--- config.mk ---
export PLATFORM = sky130hd
export DESIGN_NAME = mul_hilo_ctrl
export DESIGN_NICKNAME = d
export VERILOG_FILES = /design/src/rtl/mul_hilo_pkg.sv /design/src/rtl/mul_hilo_ctrl.sv
export SDC_FILE = /design/constraint.sdc
export NUM_CORES = 1
export LEC_CHECK = 0
export CAP_MARGIN = 40
export CORE_UTILIZATION = 25
export DETAILED_ROUTE_END_ITERATION = 10
export PLACE_DENSITY = 0.56
export SLEW_MARGIN = 20
export SYNTH_ARGS = -nofsm -noshare
export SYNTH_HDL_FRONTEND = slang
export SYNTH_SLANG_ARGS = --single-unit
export TNS_END_PERCENT = 30
--- constraint.sdc ---
create_clock -name clk -period 2.9 [get_ports clk]
set_input_delay 0.435 -clock clk [delete_from_list [all_inputs] [get_ports clk]]
set_output_delay 0.435 -clock clk [all_outputs]
set_load 0.02 [all_outputs]
--- src/rtl/mul_hilo_pkg.sv ---
// Shared definitions for the HI/LO multiply sequencer: op encodings, FSM states, accumulate width.
// MUL_HILO_ACC_EN makes MADD/MSUB multiply-class (accumulate into HI/LO).
package mul_hilo_pkg;

    localparam logic [2:0] OP_MULT  = 3'b000;
    localparam logic [2:0] OP_MULTU = 3'b001;
    localparam logic [2:0] OP_MTHI  = 3'b010;
    localparam logic [2:0] OP_MTLO  = 3'b011;
    localparam logic [2:0] OP_MADD  = 3'b100;
    localparam logic [2:0] OP_MSUB  = 3'b101;

    localparam int ACC_W = 64;

    typedef enum logic {
        IDLE = 1'b0,
        RUN  = 1'b1
    } state_t;

    function automatic logic is_mul_op(input logic [2:0] op);
`ifdef MUL_HILO_ACC_EN
        return (op == OP_MULT) || (op == OP_MULTU) || (op == OP_MADD) || (op == OP_MSUB);
`else
        return (op == OP_MULT) || (op == OP_MULTU);
`endif
    endfunction

    function automatic logic is_signed_op(input logic [2:0] op);
        return (op == OP_MULT) || (op == OP_MADD) || (op == OP_MSUB);
    endfunction

endpackage

--- src/rtl/mul_hilo_ctrl.sv ---
// Sequences the external EX-stage multiplier and writes its product (or accumulation) into HI/LO.
// Optional build macro: MUL_HILO_ACC_EN enables MADD/MSUB accumulation.
//
// state | meaning
// IDLE  | waiting for a request; MTHI/MTLO written directly from here
// RUN   | multiplier inputs held; cnt counts down to the capture cycle
module mul_hilo_ctrl
    import mul_hilo_pkg::*;
#(
    parameter int MUL_LAT = 1
) (
    input  logic              clk,
    input  logic              resetn,
    input  logic              req_valid,
    input  logic [2:0]        req_op,
    input  logic [31:0]       req_a,
    input  logic [31:0]       req_b,
    input  logic              flush,
    output logic              stall,
    output logic              busy,
    output logic              mul_start,
    output logic              mul_sign,
    output logic [31:0]       mul_op1,
    output logic [31:0]       mul_op2,
    input  logic [ACC_W-1:0]  mul_result,
    output logic [31:0]       hi,
    output logic [31:0]       lo,
    output logic              done
);

    localparam logic [3:0] LAT_CNT = 4'(MUL_LAT);

    state_t      state;
    state_t      state_nxt;
    logic [3:0]  cnt;
    logic [2:0]  acc_op;
    logic        accept;
    logic        capture;
    logic        abort;
    logic        mt_write;
    logic [ACC_W-1:0] acc_val;

    always_comb begin
        state_nxt = state;
        accept    = 1'b0;
        capture   = 1'b0;
        abort     = 1'b0;
        mt_write  = 1'b0;
        stall     = 1'b0;
        case (state)
            IDLE: begin
                if (req_valid && !flush) begin
                    if (is_mul_op(req_op)) begin
                        accept    = 1'b1;
                        state_nxt = RUN;
                    end else if (req_op == OP_MTHI || req_op == OP_MTLO) begin
                        mt_write  = 1'b1;
                    end
                end
                stall = req_valid && is_mul_op(req_op) && !flush;
            end
            RUN: begin
                if (flush) begin
                    abort     = 1'b1;
                    state_nxt = IDLE;
                end else if (cnt == 4'd0) begin
                    capture   = 1'b1;
                    state_nxt = IDLE;
                end
                stall = (cnt != 4'd0);
            end
            default: state_nxt = IDLE;
        endcase
        // Stall must never hold the pipeline while reset is being applied.
        if (!resetn)
            stall = 1'b0;
    end

    always_comb begin
        acc_val = mul_result;
`ifdef MUL_HILO_ACC_EN
        case (acc_op)
            OP_MADD: acc_val = {hi, lo} + mul_result;
            OP_MSUB: acc_val = {hi, lo} - mul_result;
            default: acc_val = mul_result;
        endcase
`endif
    end

    always_ff @(posedge clk) begin
        if (!resetn) begin
            state     <= IDLE;
            cnt       <= 4'd0;
            acc_op    <= OP_MULT;
            busy      <= 1'b0;
            done      <= 1'b0;
            mul_start <= 1'b0;
            mul_sign  <= 1'b0;
            mul_op1   <= 32'd0;
            mul_op2   <= 32'd0;
            hi        <= 32'd0;
            lo        <= 32'd0;
        end else begin
            state <= state_nxt;
            busy  <= (state_nxt == RUN);
            done  <= capture;
            if (accept) begin
                mul_op1   <= req_a;
                mul_op2   <= req_b;
                mul_sign  <= is_signed_op(req_op);
                mul_start <= 1'b1;
                cnt       <= LAT_CNT;
                acc_op    <= req_op;
            end else if (state == RUN) begin
                if (capture || abort)
                    mul_start <= 1'b0;
                if (cnt != 4'd0)
                    cnt <= cnt - 4'd1;
            end
            if (capture && is_mul_op(acc_op))
                {hi, lo} <= acc_val;
            if (mt_write) begin
                if (req_op == OP_MTHI)
                    hi <= req_a;
                else
                    lo <= req_a;
            end
        end
    end

endmodule

### Word level (Yosys, flattened, before mapping)

Cells that the tools add are included.

* bits of input ports: 135
* logic and storage cells: 71
* output and inout port bits: 133
* register bits after elaboration: 139

* equal/unequal tests: 6
* reductions and logical operators: 22
* bitwise operators: 2
* add/subtract/negate cells: 1
* muxes and demuxes: 29

Operator list (count)
* 32-bit 2-to-1 mux: 6
* 1-bit 2-to-1 mux: 21
* 3-bit by 1-bit equality test with 1-bit output (second input constant): 2
* 3-bit by 2-bit equality test with 1-bit output (second input constant): 2
* 3-bit equality test (second input constant): 2
* 3-bit zero test: 2
* 1-bit logical OR: 6
* 2-bit AND reduction: 3
* 2-bit nonzero test: 3
* 1-bit logical AND: 4
* 4-bit zero test: 1
* 1-bit one-hot mux with 2 select lines: 2
* 4-bit nonzero test: 1
* 4-bit by 1-bit subtractor with 4-bit output (second input constant): 1
* 1-bit NOT: 2
* 2-bit OR reduction: 1
* 1-bit zero test: 1

### Longest topological paths before layout

* depth in word-level cells: 8
* gate-level depth with buffers: 7
* depth with buffers taken out: 5

### Worst setup path after synthesis

No wires, ideal clock.

* kind: input to output
* start: input req_op[2]
* end: output stall
* path buffers: 1
* data required time: 2.465 ns
* path slack: 0.716 ns
* arrival: 1.749 ns
* stages on the path: 4
* cell sequence: nor4b_1 clkbuf_1 nand2_1 a21oi_1

* longest elaborated chain between the ends: 6
* elaborated cells between the ends (all ways): 7

RTL lines
* start, declared: line mul_hilo_ctrl.sv:15 `input logic [2:0] req_op,`
* 3-bit by 1-bit equality test with 1-bit output / 3-bit zero test (equally long branches): line mul_hilo_pkg.sv:23 `return (op == OP_MULT) || (op == OP_MULTU);`
* 1-bit logical OR (*): line mul_hilo_pkg.sv:23
* 1-bit logical AND (*) (2 in a row): line mul_hilo_ctrl.sv:60 `stall = req_valid && is_mul_op(req_op) && !flush;`
* 1-bit one-hot mux with 2 select lines (*): line mul_hilo_ctrl.sv:50 `case (state)`
* 1-bit 2-to-1 mux (*): line mul_hilo_ctrl.sv:75 `if (!resetn)`
* end, declared: line mul_hilo_ctrl.sv:19 `output logic stall,`

Mark *: on every way between the ends. The rest lies on a longest branch, timed or not.

### Final worst setup path

* start: register cnt[0]
* end: output stall

* longest elaborated chain between the ends: 3

RTL lines
* start, declared: line mul_hilo_ctrl.sv:35 `logic [3:0] cnt;`
* start signal, assigned: line mul_hilo_ctrl.sv:118 `cnt <= cnt - 4'd1;`
* 4-bit nonzero test: line mul_hilo_ctrl.sv:70 `stall = (cnt != 4'd0);`
* 1-bit one-hot mux with 2 select lines: line mul_hilo_ctrl.sv:50
* 1-bit 2-to-1 mux: line mul_hilo_ctrl.sv:75

No other way between the ends.

==> reports/summary.txt <==
Psw -> 1.25 mW
share of cells above drive strength 1 -> 0.0664
WHS -> 0.472 ns
Startpoint Class -> flip-flop
Cell Rows -> 56
clk sinks -> 138
HPWL Detailed -> 15300 µm
# DRC -> 0
Setup Buffers After CTS -> 0
vias in the first global route -> 6547
DR vias/cell -> 5.31
Synth warnings -> 0
power share of the clock group -> 0.463
Gate power share -> 0.128
Slew @ Worst Pin -> 0.789 ns
clk_lat worst skew -> 0.42 ns
initial antenna violation count -> 0
total chip power -> 4.80 mW
chip width -> 157 µm
CP arrival -> 2.00 ns
Inst Count DP -> 1236
Worst slew margin -> 0.474
DR vias -> 6734
Worst Path Max Fanout -> 7
adder-cell area share of the yosys netlist -> 0.00209
Primary FF master, synth -> dfxtp_1
CTS root buffer -> clkbuf_16
Non-Filler Instances -> 1268
Synth Area in Simple Gates -> 0.201
PwrDens -> 505 nW/µm²
post-synthesis async set-or-reset flop share -> 0
worst min path class -> reg -> reg
Switching Fraction -> 0.260
largest family of logic cells by synthesized area -> compound AO/OA/AOI/OAI gates
crit path kind -> reg -> out
GPL Wtd Cong -> 0.764
P&R area growth vs syn -> 58.4%
H-tree depth -> 4
Max Slew Vio Count -> 0
worst vdd ir -> 0.000274 V
CTS Buffer Depth -> 2
most frequent cells in the layout -> 265 x clkdlybuf4s50_1, 137 x dfxtp_1, 125 x o21ai_0, 69 x a21oi_1, 66 x nand3_1
most common cell after layout, fill and taps aside -> clkdlybuf4s50_1
final hold vios -> 0
status -> finished, final reports clean
TritonRoute pass-1 iters -> 6
FF+latch count, synth -> 138
critical path required time -> 2.47 ns
sequential share of the synthesized area -> 0.461
I/O Buffers -> 267
synthesized area per cell -> 8.22 µm²
Synth Area in XOR/XNOR -> 0
Post-Route WL -> 25400 µm
fmax -> 410 MHz
EDFF count, synth -> 0
first-pass GRT wire length -> 38300 µm
final-report setup violation count -> 0
Core Box Area -> 23500 µm²
Num CTS Buffers -> 17
Final ANT Viol Nets -> 0
total track usage -> 0.201
Yosys cell types -> 31
Total Nets Final -> 1072
share of power burned in registers -> 0.408
Sum Neg Setup Slack -> 0 ns
multiplexer share of the synthesized area -> 0
Initial Util -> 0.255
Synth Instances -> 729
starting DRC count in detailed routing -> 513
clock slew seen by the registers of the worst setup and hold paths -> 0.06 ns
Post-Syn Area -> 5990 µm²
crit end category -> primary output
CTS tree -> yes
Net Count, Synth -> 865
Power Internal -> 3.55 mW
unrepaired setup endpoints after global routing -> false
Overflow after GRT -> 0
post-synthesis compound-gate area fraction -> 0.266
Fillers -> 2405
period utilisation layout -> 0.841
Die ar. -> 24600 µm²
I/O pins -> 268
largest net degree at the start of global routing -> 134
crit path time final -> 2.44 ns
Die Span Y -> 157 µm
skew final -> 0.0116 ns
Pleak -> 2.89 nW
DR WL/cell -> 20.0 µm
MaxCap Viol Count -> 0
ant diodes -> 0
[routing by layer]
layer	routed length, µm	global-route usage
met1	11300	0.267
met5	0	0
met3	1820	0.0587
met4	478	0.0621
met2	11800	0.312
[power by group through the flow]
stage | logic, mW | registers (mW) | clock network [mW]
CTS | 0.622 | 1.96 | 2.28
finish | 0.616 | 1.96 | 2.22
floorplan | 0.185 | 2.05 | 0
detailed placement | 0.619 | 2.00 | 0
global placement | 0.621 | 2.00 | 0
global route | 0.655 | 1.96 | 2.35
[critical path: stages (launching register included)]
cell and delay, ns:
dfxtp_1 0.31, inv_1 0.09, ha_1 0.23, or3b_2 0.54, nand2_1 0.13, a21oi_1 0.07, dlymetal6s2s_1 0.22
[synthesized netlist by cell type (all sizes together) (2+ instances only)]
| master | number | area [µm²] |
|---|---|---|
| a311oi | 65 | 569 |
| and3 | 2 | 12.5 |
| dfxtp | 138 | 2760 |
| nor4b | 2 | 17.5 |
| a31oi | 2 | 12.5 |
| inv | 4 | 15.0 |
| a21oi | 69 | 345 |
| o21ai | 129 | 646 |
| clkbuf | 89 | 334 |
| or3b | 2 | 17.5 |
| nand3b | 2 | 15.0 |
| nor3 | 64 | 320 |
| nand2 | 6 | 22.5 |
| nand2b | 2 | 12.5 |
| nand3 | 66 | 330 |
| or4b | 2 | 20.0 |
| nand4 | 64 | 400 |
| a211oi | 2 | 15.0 |
| buf | 11 | 70.1 |
| nor2 | 2 | 7.51 |
[sequential cells by signal, indices dropped and copies added (netlist names)]
register	count
hi	32
lo	32
mul_op1	32
mul_op2	32
cnt	4
acc_op	2
done	1
mul_sign	1
mul_start	1
state	1
[layout make-up]
cell class,count,area (µm²),area share
timing repair buffer,288,2880,0.303
sequential,138,2760,0.291
clock buffer,20,457,0.0481
clock inverter,12,138,0.0145
inverter,4,17.5,0.00185
tap,319,399,0.0420
multi-input combinational,487,2840,0.299
[metrics by stage]
step	util	area, µm²	setup slack [ns]
after floorplan	-	5990	0.716
after global placement	0.379	8900	0.136
after detailed placement	0.379	8900	0.0785
after CTS	0.404	9490	0.0970
after global routing	0.404	9490	0.332
final	0.404	9490	0.460
[final timing paths]
kind,startpoint,endpoint,slack [ns],depth (start not counted)
worst max-delay path,cnt[0],stall,0.46,6
worst min-delay path,mul_op2[11],mul_op2[11],0.47,2
worst max register to register,state,lo[17],0.78,5
worst min register to register,mul_op2[11],mul_op2[11],0.47,2
[logic make-up after synthesis]
family                   Yosys count
AO/OA/AOI/OAI                    268
adder cells (fa/ha/maj)            1
buffers and inverters            104
flip-flops                       138
AND/OR/NAND/NOR                  218
[what timing repair did]
| item | CTS | global route |
|---|---|---|
| hold buffers | 0 | 0 |
| setup endpoints to repair | 0 | 1 |
| resized for setup | 0 | 1 |
No activity file was read; power rests on OpenSTA's default activity.
